### config.mk
export PLATFORM = sky130hd
export DESIGN_NAME = instruction_loader
export DESIGN_NICKNAME = d
export VERILOG_FILES = /design/src/rtl/loader_pkg.sv /design/src/rtl/loader_word_assembler.sv /design/src/rtl/instruction_loader.sv
export SDC_FILE = /design/constraint.sdc
export NUM_CORES = 1
export LEC_CHECK = 0
export CAP_MARGIN = 10
export CELL_PAD_IN_SITES_DETAIL_PLACEMENT = 1
export CELL_PAD_IN_SITES_GLOBAL_PLACEMENT = 2
export CORE_MARGIN = 2
export CORE_UTILIZATION = 37
export DETAILED_ROUTE_END_ITERATION = 12
export HOLD_SLACK_MARGIN = 0.02
export PLACE_DENSITY_LB_ADDON = 0.1
export SLEW_MARGIN = 10
export SYNTH_ARGS = -nofsm -noshare
export SYNTH_HDL_FRONTEND = slang
export SYNTH_SLANG_ARGS = --single-unit
### constraint.sdc
create_clock -name clk -period 2.8 [get_ports clk]
set_input_delay 0.28 -clock clk [delete_from_list [all_inputs] [get_ports clk]]
set_output_delay 0.28 -clock clk [all_outputs]
set_load 0.05 [all_outputs]
### src/rtl/loader_pkg.sv
// Shared types and constants for the instruction loader.
// The CHECK state is only reached when LOADER_CHECKSUM_EN is defined.
package loader_pkg;

    localparam int BYTE_IDX_W = 2;
    localparam logic [31:0] END_WORD_DEF = 32'hFFFF_FFFF;

    typedef enum logic [2:0] {
        IDLE,
        RECV,
        FLUSH,
        DONE,
        ERROR,
        CHECK
    } loaderState_t;

endpackage

### src/rtl/loader_word_assembler.sv
// Packs an MSB-first byte stream into 32-bit words.
// The finished word is held in its own register so the next byte can shift in during the write cycle.
module loader_word_assembler
    import loader_pkg::*;
(
    input  logic        clk,
    input  logic        rst,
    input  logic        clear,
    input  logic        byteValid,
    input  logic [7:0]  byteIn,
    output logic [31:0] word,
    output logic        wordValid
);

    logic [23:0]           shiftReg;
    logic [BYTE_IDX_W-1:0] byteIdx;

    // Shift bytes in; on the fourth byte latch the word and strobe for one cycle
    always_ff @(posedge clk or negedge rst) begin
        if (!rst) begin
            shiftReg  <= '0;
            byteIdx   <= '0;
            word      <= '0;
            wordValid <= 1'b0;
        end else begin
            wordValid <= 1'b0;
            if (clear) begin
                shiftReg <= '0;
                byteIdx  <= '0;
                word     <= '0;
            end else if (byteValid) begin
                shiftReg <= {shiftReg[15:0], byteIn};
                byteIdx  <= byteIdx + BYTE_IDX_W'(1);
                if (byteIdx == '1) begin
                    word      <= {shiftReg, byteIn};
                    wordValid <= 1'b1;
                end
            end
        end
    end

endmodule

### src/rtl/instruction_loader.sv
// Loads a program from the debug UART byte stream into instruction memory.
// Optional LOADER_CHECKSUM_EN adds a trailing XOR checksum byte after the terminator word.
module instruction_loader
    import loader_pkg::*;
#(
    parameter int          MAX_WORDS      = 1024,
    parameter int          ADDR_W         = 10,
    parameter logic [31:0] END_WORD       = END_WORD_DEF,
    parameter int          TIMEOUT_CYCLES = 1_000_000
) (
    input  logic              clk,
    input  logic              rst,
    input  logic              inStart,
    input  logic [7:0]        inRxData,
    input  logic              inRxValid,
    output logic              outWrInstruction,
    output logic [31:0]       outDataInstruction,
    output logic [ADDR_W-1:0] outWrAddr,
    output logic              outStopPC,
    output logic              outCoreRst,
    output logic              outDone,
    output logic              outError,
    output logic [ADDR_W:0]   outWordCount
);

    loaderState_t    state;
    loaderState_t    nextState;
    logic [ADDR_W:0] wordCount;
    logic [31:0]     idleCnt;
    logic            startLoad;
    logic            asmClear;
    logic            byteValid;
    logic [31:0]     asmWord;
    logic            asmValid;
    logic            endHit;
    logic            lastSlot;
    logic            timedOut;
`ifdef LOADER_CHECKSUM_EN
    logic [7:0]      csum;
`endif

    assign byteValid = (state == RECV) && inRxValid;
    assign asmClear  = (state != RECV);
    assign endHit    = asmValid && (asmWord == END_WORD);
    assign lastSlot  = (wordCount == (ADDR_W+1)'(MAX_WORDS - 1));
    assign timedOut  = !inRxValid && (idleCnt == 32'(TIMEOUT_CYCLES - 1));

    loader_word_assembler uAsm (
        .clk       (clk),
        .rst       (rst),
        .clear     (asmClear),
        .byteValid (byteValid),
        .byteIn    (inRxData),
        .word      (asmWord),
        .wordValid (asmValid)
    );

    // State register
    always_ff @(posedge clk or negedge rst) begin
        if (!rst) state <= IDLE;
        else      state <= nextState;
    end

    // Next-state decode; a terminator write takes priority over the overflow check
    always_comb begin
        nextState = state;
        startLoad = 1'b0;
        unique case (state)
            IDLE, DONE, ERROR: begin
                if (inStart) begin
                    nextState = RECV;
                    startLoad = 1'b1;
                end
            end
            RECV: begin
                if (endHit) begin
`ifdef LOADER_CHECKSUM_EN
                    if (inRxValid)
                        nextState = (inRxData == csum) ? FLUSH : ERROR;
                    else
                        nextState = CHECK;
`else
                    nextState = FLUSH;
`endif
                end else if (asmValid && lastSlot) begin
                    nextState = ERROR;
                end else if (timedOut) begin
                    nextState = ERROR;
                end
            end
`ifdef LOADER_CHECKSUM_EN
            CHECK: begin
                if (inRxValid)
                    nextState = (inRxData == csum) ? FLUSH : ERROR;
                else if (timedOut)
                    nextState = ERROR;
            end
`endif
            FLUSH:   nextState = DONE;
            default: nextState = IDLE;
        endcase
    end

    // Word count and inter-byte idle counter
    always_ff @(posedge clk or negedge rst) begin
        if (!rst) begin
            wordCount <= '0;
            idleCnt   <= '0;
        end else if (startLoad) begin
            wordCount <= '0;
            idleCnt   <= '0;
        end else if (state == RECV || state == CHECK) begin
            idleCnt <= inRxValid ? 32'd0 : idleCnt + 32'd1;
            if (state == RECV && asmValid)
                wordCount <= wordCount + (ADDR_W+1)'(1);
        end
    end

`ifdef LOADER_CHECKSUM_EN
    // Running XOR of every byte accepted while receiving
    always_ff @(posedge clk or negedge rst) begin
        if (!rst)
            csum <= '0;
        else if (startLoad)
            csum <= '0;
        else if (byteValid)
            csum <= csum ^ inRxData;
    end
`endif

    assign outWrInstruction   = asmValid && (state == RECV);
    assign outDataInstruction = asmWord;
    assign outWrAddr          = wordCount[ADDR_W-1:0];
    assign outWordCount       = wordCount;
    assign outStopPC          = (state != DONE);
    assign outCoreRst         = (state == FLUSH);
    assign outDone            = (state == DONE);
    assign outError           = (state == ERROR);

endmodule

[After elaboration in Yosys (flattened, before gate mapping)]
Cells that the tools add are included.
Operators by class
  add/sub/neg operators: 3
  multiply operators: 0
  div/mod/pow operators: 0
  order comparisons: 0
  equality and inequality tests: 13
  shifts and indexed selects: 0
  mux-type cells: 23
  bitwise operators: 0
  reduce and logical (&&, ||, !) cells: 16
Operator list (count)
  $mux W32: 6
  $mux W24: 2
  $mux W11: 3
  $add A32 B1 Y32 const B: 1
  $eq A32 B20 Y1 const B: 1
  $eq A32 B32 Y1 const B: 1
  $mux W3: 4
  $add A11 B1 Y11 const B: 1
  $eq A11 B10 Y1 const B: 1
  $pmux W3 S3: 1
  $reduce_bool A2 Y1: 4
  $eq A3 B2 Y1 const B: 2
  $eq A3 B3 Y1 const B: 2
  $reduce_and A2 Y1: 3
  $logic_and A1 B1 Y1: 5
  $mux W1: 5
  $mux W2: 2
  $ne A4 B3 Y1 const B: 1
  $eq A3 B1 Y1 const B: 1
  $logic_not A3 Y1: 1
  $ne A3 B1 Y1 const B: 1
  $ne A3 B2 Y1 const B: 1
  $reduce_or A3 Y1: 1
  $add A2 B1 Y2 const B: 1
  other kinds (4): 4
Storage, ports and cells
  flip-flop bits (word level): 105
  bits in latches: 0
  memory bits (writable): 0
  bits in read-only memories: 0
  bits of input ports: 12
  output and inout bits: 58
  logic and storage cells: 62
  memories kept: 0

[Depth between registers and ports, before layout]
Gate-level depths: netlist of run 1.
  depth after elaboration: 6
  depth in mapped cells: 8
  depth with buffers taken out: 6

[Hierarchy]
A second synthesis of run 1 with hierarchy kept.
Unflattened totals
  cell total of the unflattened synthesis: 555
  area, all modules: 5521.5 um2
Modules (own cells, without submodules)
  instruction_loader: times used 1, cells each 321, area an instance 2787.7 um2, sequential area each 1151.1 um2
  loader_word_assembler: times used 1, cells each 234, area an instance 2733.9 um2, sequential area each 1476.4 um2

[Worst setup path after synthesis of run 1]
No wires, ideal clock.
  kind: register to register
  from: register state[1]
  to: register wordCount[0], in the netlist outWordCount[0]
  library setup time: 132 ps
  arrival: 2298 ps
  data required time: 2668 ps
  path slack: 370 ps
  stages on the path, launching flop included: 8
  path buffers: 3
  period minus slack after synthesis: 2430 ps
  cells stage by stage: dfrtp_1 clkbuf_1 nand3b_1 inv_1 o21a_1 clkbuf_1 clkbuf_1 nor2_1
On the way
  longest elaborated chain between the ends: 5
  elaborated cells between the ends (all ways): 13
  those cells by class: eq/ne (4); mux (2); reduce/logical (7)
RTL lines
  from (decl): RTL line instruction_loader.sv:26  | loaderState_t state;
  from (signal assigned): RTL line instruction_loader.sv:61  | else state <= nextState;
  $eq A3 B2 Y1 (*)
  via outDone: RTL line instruction_loader.sv:21  | output logic outDone,
  $reduce_or A3 Y1 (*): RTL line instruction_loader.sv:68  | unique case (state)
  $mux W1 (*): RTL line instruction_loader.sv:68
  $reduce_bool A2 Y1 (no line)
  $reduce_and A2 Y1 (no line)
  to (signal assigned): RTL line instruction_loader.sv:115  | wordCount <= wordCount + (ADDR_W+1)'(1);
  to (decl): RTL line instruction_loader.sv:28  | logic [ADDR_W:0] wordCount;
Mark *: on every way through the listed nets, which the timed path passes. The rest lies on a longest branch.
A chain may end at the register's enable or synchronous reset.

[Worst setup path in the final report of run 1]
  from: register state[0]
  to: output port outWrInstruction
On the way
  longest elaborated chain between the ends: 2
RTL lines
  $eq A3 B1 Y1: RTL line instruction_loader.sv:131  | assign outWrInstruction = asmValid && (state == RECV);
  $logic_and A1 B1 Y1: RTL line instruction_loader.sv:131
  to (decl): RTL line instruction_loader.sv:16  | output logic outWrInstruction,
Every way passes these cells.

==> results of run 1 <==
==> cell families after synthesis <==
logic type | count (synthesis) | share of synthesized area
xor gates and xnor gates | 18 | 0.0308
AOI/OAI and AO/OA | 110 | 0.134
DFF | 105 | 0.513
adders and majority gates | 3 | 0.00732
buffers and inverters | 50 | 0.0444
and+or+nand+nor | 231 | 0.220
muxes | 26 | 0.0508
==> routing by layer <==
metal | global-route usage | wire length, um | up-vias
met3 | 0.0487 | 523 | 12
met2 | 0.350 | 7240 | 77
met4 | 0.0467 | 168 | 0
li1 | - | - | 2011
met5 | 0 | 0 | -
met1 | 0.270 | 6530 | 2139
==> layout make-up <==
class,instances,area (um^2)
clock buffer,11,253
clock inverter,4,36.3
fill,1590,7480
inverter,11,41.3
multi-input combinational,388,2280
sequential,105,2630
tap,180,225
timing repair buffer,80,781
==> Yosys cell counts, types with 3 or more instances <==
library cell / count
nand3b_1: 4
mux2i_1: 26
clkbuf_1: 20
nand3_1: 12
a21oi_1: 43
nand2_1: 88
o2111ai_1: 3
a31o_2: 3
o21ai_0: 23
and4_1: 5
and3_1: 11
nor4_1: 10
buf_4: 10
and2_1: 4
buf_1: 7
a31oi_1: 11
inv_1: 11
nor2_1: 59
ha_1: 3
xor2_1: 14
dfrtp_1: 105
xnor2_1: 4
nor3_1: 8
nand4_1: 16
o211ai_1: 4
==> how the worst max path moves through the flow <==
stage / endpoint / slack (ns) / cells past startpoint
finish: outWrInstruction / 0.19 / 5
global route: outWrInstruction / 0.08 / 5
CTS: outWrInstruction / 0.18 / 5
detailed placement: idleCnt[12] / 0.49 / 6
global placement: idleCnt[12] / 0.54 / 6
floorplan: outWordCount[0] / 0.37 / 7
==> metrics by stage <==
step / worst slack (ns) / std cells / power (mW)
detailed placement: 0.491 / 763 / 4.45
global route: 0.0823 / 779 / 5.99
floorplan: 0.370 / 543 / 3.66
finish: 0.195 / 779 / 5.65
CTS: 0.178 / 779 / 5.73
global placement: 0.543 / 763 / 4.39
==> sequential cells by signal, summed over array words and instances (netlist names) <==
| signal | flops |
|---|---|
| uAsm.wordValid | 1 |
| outWordCount | 11 |
| uAsm.shiftReg | 24 |
| uAsm.byteIdx | 2 |
| idleCnt | 32 |
| state | 3 |
| uAsm.word | 32 |
==> power breakdown <==
part           total, mW  switching [mW]  internal, mW
logic               2.13            1.44         0.696
registers           2.26           0.365          1.90
clock network       1.25           0.593         0.659
total               5.65            2.40          3.25
==> critical path: stages (launching register included) <==
cell and delay [ns]:
dfrtp_1 0.53, nor2b_1 0.29, and2_1 0.18, nand2_1 0.11, inv_1 0.07, clkdlybuf4s50_1 0.79
==> results.sh, run 1 <==
export IMPL_dieHeight_um=122
export IMPL_endpoint_kind="primary output"
export IMPL_grt_usage=0.207
export IMPL_clock_path_buffers=2
export IMPL_ys_warn_count=0
export IMPL_crit_path_start="state[0]"
export IMPL_fin_util=0.455
export IMPL_ctsHtreeMaxLevel=3
export IMPL_powerDensity_nw_per_um2=905
export IMPL_critical_path_required_ns=2.52
export IMPL_fin_crit_ns=2.61
export IMPL_finalMaxSlewViolations=0
export IMPL_syn_nets=558
export IMPL_synthArstFlopShare=1.00
export IMPL_overflow=0
export IMPL_synthCells=543
export IMPL_cts_tree="done"
export IMPL_finClkSkew_ns=0.00618
export IMPL_reg2reg_depth=5
export IMPL_cts_root_buf="clkbuf_16"
export IMPL_synth_top_area_share=0.513
export IMPL_routed_via_density=5.44
export IMPL_clk_latency_ns=0.35
export IMPL_postRouteWirelength_mm=14.5
export IMPL_dpl_hpwl_mm=9.95
export IMPL_peakVddDrop_v=0.000599
export IMPL_worst_slew_pin_transition_ns=0.721
export IMPL_layout_common_cells="105 x dfrtp_1, 87 x nand2_1, 67 x clkdlybuf4s50_1"
export IMPL_dr_pass1_iters=4
export IMPL_clock_sink_count=105
export IMPL_r2r_end="idleCnt[29]"
export IMPL_crit_reg2reg_launch="idleCnt[13]"
export IMPL_row_count=43
export IMPL_outcome="finished clean"
export IMPL_fin_area_um2=6240
export IMPL_cts_setup_buffers=0
export IMPL_start_util=0.374
export IMPL_worst_hold_path_type="input port to async pin"
export IMPL_relSlewSlack=0.519
export IMPL_layout_drive_gt1_share=0.0651
export IMPL_portBuffers=69
export IMPL_drc=0
export IMPL_io_pins=70
export IMPL_ys_seq_area_frac=0.513
export IMPL_grt_pass1_wl_mm=23.7
export IMPL_clkSlewWorstSetupHoldPaths_ns=0.07
export IMPL_period_share=0.931
export IMPL_grt_antenna_before_repair=0
export IMPL_setup_viol=0
export IMPL_drt_iter0_markers=229
export IMPL_cts_hold_buf=1
export IMPL_layout_commonest_cell="dfrtp_1"
export IMPL_cellLeakagePower_nw=2.74
export IMPL_drt_wirelength_per_cell_um=18.6
export IMPL_fmax_mhz=384
export IMPL_synth_ff_type="dfrtp_1"
export IMPL_grt_max_degree=63
export IMPL_core_um2=13700
export IMPL_yosys_cell_types_count=54
export IMPL_synth_top_area_cell="dfrtp_1"
export IMPL_critPathKind="register to primary output"
export IMPL_routed_via_count=4239
export IMPL_maxCapViolations=0
export IMPL_hold_ws_ns=0.473
export IMPL_grt_setup_unrepaired="false"
export IMPL_first_global_vias=4410
export IMPL_synth_edf_count=0
export IMPL_numCtsBuffers=9
export IMPL_nNetsFinal=610
export IMPL_place_area_um2=5940
export IMPL_cp_start_kind="register"
export IMPL_ctsResizeCount=0
export IMPL_netlist_top_cells_area="dfrtp_1 51%, nand2_1 6.4%, mux2i_1 5.1%"
export IMPL_critical_path_peak_fanout=11
export IMPL_ys_ff_latch=105
export IMPL_avgSynthCellArea_um2=9.44
export IMPL_syn_cell_area_um2=5120
export IMPL_area_growth_pct=21.8
export IMPL_r2r_slack_ns=0.63
export IMPL_finalSetupTns_ns=0
export IMPL_die_x_um=122
export IMPL_dieArea_um2=14800
export IMPL_drtAntennaViolNets=0
export IMPL_diodes=0
export IMPL_gp_congestion=0.793
export IMPL_hold_viol=0
export IMPL_arrival_ns=2.33
Note: power is estimated with default switching activity, not from simulation.
==> run 2, diff against run 1 <==
CORE_MARGIN = 5   (was 2)
==> results.sh, run 2 (synthesis gave the netlist of run 1 again) <==
export IMPL_critical_path_peak_fanout=11
export IMPL_cp_cell_sequence="nor2b_1, and2_1, nand2_1, inv_1, clkdlybuf4s50_1"
export IMPL_dr_pass1_iters=4
export IMPL_layout_drive_gt1_share=0.0695
export IMPL_io_pins=70
export IMPL_layout_commonest_cell="dfrtp_1"
export IMPL_dpl_hpwl_mm=10.6
export IMPL_period_share=0.931
export IMPL_drc=0
export IMPL_use_met3=0.0425
export IMPL_portBuffers=69
export IMPL_grt_antenna_before_repair=0
export IMPL_place_ws_ns=0.509
export IMPL_worst_hold_path_type="input port to async pin"
export IMPL_place_area_um2=5970
export IMPL_finalWorstSetupSlack_ns=0.193
export IMPL_grt_util_met2=0.330
export IMPL_intPower_mw=3.24
export IMPL_worst_slew_pin_transition_ns=0.704
export IMPL_slowest_delay_ns=0.79
export IMPL_grt_max_degree=56
export IMPL_critPathKind="register to primary output"
export IMPL_reg2reg_depth=5
export IMPL_cts_root_buf="clkbuf_16"
export IMPL_finalMaxSlewViolations=0
export IMPL_critPathSlowestCell="clkdlybuf4s50_1"
export IMPL_use_met1=0.244
export IMPL_p_seq_frac=0.403
export IMPL_clkSlewWorstSetupHoldPaths_ns=0.07
export IMPL_diodes=0
export IMPL_outcome="finished clean"
export IMPL_fin_crit_ns=2.61
export IMPL_endpoint_kind="primary output"
export IMPL_clock_path_buffers=2
export IMPL_cellLeakagePower_nw=2.75
export IMPL_grt_usage=0.192
export IMPL_start_util=0.374
export IMPL_maxCapViolations=0
export IMPL_area_growth_pct=22.2
export IMPL_routed_via_density=5.50
export IMPL_grt_busiest_layer="met2"
export IMPL_cp_start_kind="register"
export IMPL_drtAntennaViolNets=0
export IMPL_switching_power_mw=2.41
export IMPL_finalSetupTns_ns=0
export IMPL_finClkSkew_ns=0.00698
export IMPL_swShare=0.426
export IMPL_gp_congestion=0.842
export IMPL_layout_common_cells="105 x dfrtp_1, 87 x nand2_1, 67 x clkdlybuf4s50_1"
export IMPL_row_count=43
export IMPL_first_global_vias=4511
export IMPL_clock_sink_count=105
export IMPL_total_power_mw=5.65
export IMPL_hold_ws_ns=0.436
export IMPL_relSlewSlack=0.531
export IMPL_numCtsBuffers=9
export IMPL_postRouteWirelength_mm=15.1
export IMPL_dieHeight_um=128
export IMPL_powerDensity_nw_per_um2=902
export IMPL_largestRegisters="idleCnt: 32 flops, uAsm.word: 32 flops, uAsm.shiftReg: 24 flops"
export IMPL_p_clk_frac=0.217
export IMPL_ctsHtreeMaxLevel=3
export IMPL_fin_area_um2=6260
export IMPL_hold_viol=0
export IMPL_die_x_um=128
export IMPL_dieArea_um2=16300
export IMPL_comb_power_share=0.380
export IMPL_drt_iter0_markers=152
export IMPL_core_um2=13700
export IMPL_drt_wirelength_per_cell_um=19.3
export IMPL_clk_latency_ns=0.35
export IMPL_fmax_mhz=384
export IMPL_setup_viol=0
export IMPL_cts_tree="done"
export IMPL_arrival_ns=2.33
export IMPL_nNetsFinal=614
export IMPL_grt_pass1_wl_mm=24.7
export IMPL_routed_via_count=4314
export IMPL_grt_setup_unrepaired="false"
export IMPL_peakVddDrop_v=0.000552
export IMPL_overflow=0
export IMPL_critical_path_required_ns=2.52
run 2: cell count changes in the layout (fill, tap and decap cells not counted), sizes merged:
cell,before,now
inv,13,14
buf,12,16
clkinv,1,0
clkbuf,11,12
run 2: worst max-delay path, delay by kind of cell (launching register included):
family	cells	cell delay, ns
flip-flops	1	0.53
buffers and inverters	2	0.87
AND/OR/NAND/NOR	3	0.58
run 2: path summary, 6_finish.rpt:
kind	startpoint	slack, ns	end
hold / removal	rst	0.44	outWordCount[6]
hold reg to reg	idleCnt[18]	0.51	idleCnt[18]
setup reg to reg	idleCnt[13]	0.68	idleCnt[28]
setup / recovery	state[0]	0.19	outWrInstruction
max in group asynchronous	rst	1.70	idleCnt[27]
min in group clk	inRxValid	0.45	idleCnt[12]
run 2: layout make-up:
class,count,area [um^2]
Tap cell,180,225
Multi-Input combinational cell,388,2280
Clock inverter,4,33.8
Clock buffer,12,246
Inverter,11,41.3
Fill cell,1571,7460
Sequential cell,105,2630
Timing Repair Buffer,84,811
run 2: power groups by stage:
stage | registers, mW | clock network, mW | logic [mW]
after detailed placement | 2.31 | 0 | 2.17
final | 2.28 | 1.23 | 2.14
after floorplan | 2.75 | 0 | 0.909
after global routing | 2.34 | 1.34 | 2.32
after CTS | 2.29 | 1.27 | 2.18
after global placement | 2.29 | 0 | 2.12
run 2: what timing repair did:
| item | CTS | global route |
|---|---|---|
| setup buffers | 0 | 0 |
| gates resized for setup | 0 | 0 |
| hold buffers | 1 | 0 |
| hold endpoints to repair | 31 | 0 |
run 2: stage by stage:
step                 util  std cells
floorplan               -        543
global placement    0.435        767
detailed placement  0.435        767
CTS                 0.456        784
global route        0.456        784
finish              0.456        784
run 2: layer usage:
layer | share of wire | wire length (um)
met4 | 0.016 | 246
met5 | 0 | 0
met1 | 0.45 | 6840
met2 | 0.50 | 7590
met3 | 0.030 | 459
==> run 3, diff against run 2 <==
PLACE_DENSITY = 0.89   (was not set)
PLACE_DENSITY_LB_ADDON = not set   (was 0.1)
==> results.sh, run 3 (synthesis gave the netlist of run 1 again) <==
export IMPL_gp_congestion=0.838
export IMPL_layout_commonest_cell="dfrtp_1"
export IMPL_routed_via_density=5.54
export IMPL_drc=0
export IMPL_relSlewSlack=0.513
export IMPL_grt_usage=0.192
export IMPL_routed_via_count=4318
export IMPL_period_share=0.935
export IMPL_start_util=0.374
export IMPL_layout_drive_gt1_share=0.0634
export IMPL_grt_pass1_wl_mm=24.9
export IMPL_crit_reg2reg_launch="idleCnt[10]"
export IMPL_diodes=0
export IMPL_clock_sink_count=105
export IMPL_critical_path_required_ns=2.52
export IMPL_clk_latency_ns=0.36
export IMPL_total_power_mw=5.73
export IMPL_outcome="finished clean"
export IMPL_grt_max_degree=71
export IMPL_maxCapViolations=0
export IMPL_cts_setup_buffers=0
export IMPL_area_growth_pct=21.8
export IMPL_drtAntennaViolNets=0
export IMPL_dpl_hpwl_mm=10.3
export IMPL_r2r_slack_ns=0.64
export IMPL_drt_iter0_markers=227
export IMPL_arrival_ns=2.34
export IMPL_clkSlewWorstSetupHoldPaths_ns=0.07
export IMPL_largestRegisters="idleCnt: 32 flops, uAsm.word: 32 flops, uAsm.shiftReg: 24 flops"
export IMPL_dr_pass1_iters=4
export IMPL_dieArea_um2=16300
export IMPL_cp_start_kind="register"
export IMPL_setup_viol=0
export IMPL_finalSetupTns_ns=0
export IMPL_critPathKind="register to primary output"
export IMPL_clock_path_buffers=2
export IMPL_r2r_end="idleCnt[29]"
export IMPL_cts_root_buf="clkbuf_16"
export IMPL_nNetsFinal=610
export IMPL_postRouteWirelength_mm=14.9
export IMPL_critical_path_peak_fanout=11
export IMPL_dieHeight_um=128
export IMPL_n_fill_cell=1588
export IMPL_powerDensity_nw_per_um2=917
export IMPL_core_um2=13700
export IMPL_finClkSkew_ns=0.00657
export IMPL_finalMaxSlewViolations=0
export IMPL_numCtsBuffers=9
export IMPL_cts_tree="done"
export IMPL_worst_slew_pin_transition_ns=0.723
export IMPL_portBuffers=69
export IMPL_grt_antenna_before_repair=0
export IMPL_reg2reg_depth=5
export IMPL_crit_path_start="state[0]"
export IMPL_fmax_mhz=382
export IMPL_row_count=43
export IMPL_die_x_um=128
export IMPL_layout_common_cells="105 x dfrtp_1, 87 x nand2_1, 67 x clkdlybuf4s50_1"
export IMPL_io_pins=70
export IMPL_hold_viol=0
export IMPL_regArea_um2=2630
export IMPL_endpoint_kind="primary output"
export IMPL_multi_input_area_um2=2280
export IMPL_drt_wirelength_per_cell_um=19.1
export IMPL_ctsHtreeMaxLevel=3
export IMPL_peakVddDrop_v=0.000552
export IMPL_fin_crit_ns=2.62
export IMPL_worst_hold_path_type="input port to async pin"
export IMPL_overflow=0
export IMPL_first_global_vias=4697
export IMPL_ctsResizeCount=0
export IMPL_grt_setup_unrepaired="false"
export IMPL_cellLeakagePower_nw=2.74
[run 3: changes by cell type in the layout (fill, tap and decap cells not counted)]
cell / change
bufinv_16: +1
clkinv_2: +1
clkbuf_8: -1
clkinvlp_4: -1
clkbuf_1: -1
buf_4: -4
[run 3: area by class of cell]
class / instances / area share
Clock buffer: 10 / 0.0367
Inverter: 11 / 0.00661
Clock inverter: 5 / 0.00982
Sequential cell: 105 / 0.421
Multi-Input combinational cell: 388 / 0.365
Timing Repair Buffer: 80 / 0.125
Tap cell: 180 / 0.0361
[run 3: power breakdown]
group / switching, mW / internal (mW) / total [mW]
clock: 0.601 / 0.698 / 1.30
sequential: 0.377 / 1.90 / 2.28
combinational: 1.45 / 0.699 / 2.15
[run 3: how the worst max path moves through the flow]
stage / to / slack [ns] / cells past startpoint
after floorplan: outWordCount[0] / 0.37 / 7
after CTS: outWrInstruction / 0.16 / 5
after global placement: idleCnt[12] / 0.57 / 6
final: outWrInstruction / 0.18 / 5
after detailed placement: idleCnt[12] / 0.51 / 6
after global routing: outWrInstruction / 0.05 / 5
[run 3: repair_timing]
action | 4_1_cts | 5_1_grt
hold endpoints to repair | 35 | 0
setup endpoints to repair | 0 | 0
hold buffers | 1 | 0
[run 3: critical path: stages (launching register included)]
cell,delay [ns]
dfrtp_1,0.52
nor2b_1,0.29
and2_1,0.19
nand2_1,0.11
inv_1,0.08
clkdlybuf4s50_1,0.79
[run 3: metal layers]
layer / GRT usage / vias to the layer above / share of wire
li1: - / 2016 / -
met1: 0.247 / 2190 / 0.45
met2: 0.316 / 87 / 0.49
met3: 0.0483 / 25 / 0.039
met4: 0.0655 / 0 / 0.021
met5: 0 / - / 0
[run 3: metrics by stage]
stage / util / instance area [um^2] / cells / setup WS, ns / hold WS (ns)
5_1_grt: 0.455 / 6240 / 779 / 0.0545 / 0.469
3_3_place_gp: 0.433 / 5940 / 763 / 0.567 / 0.272
4_1_cts: 0.455 / 6240 / 779 / 0.162 / 0.441
6_report: 0.455 / 6240 / 779 / 0.181 / 0.421
2_1_floorplan: - / 5120 / 543 / 0.370 / -0.0156
3_5_place_dp: 0.433 / 5940 / 763 / 0.507 / 0.289
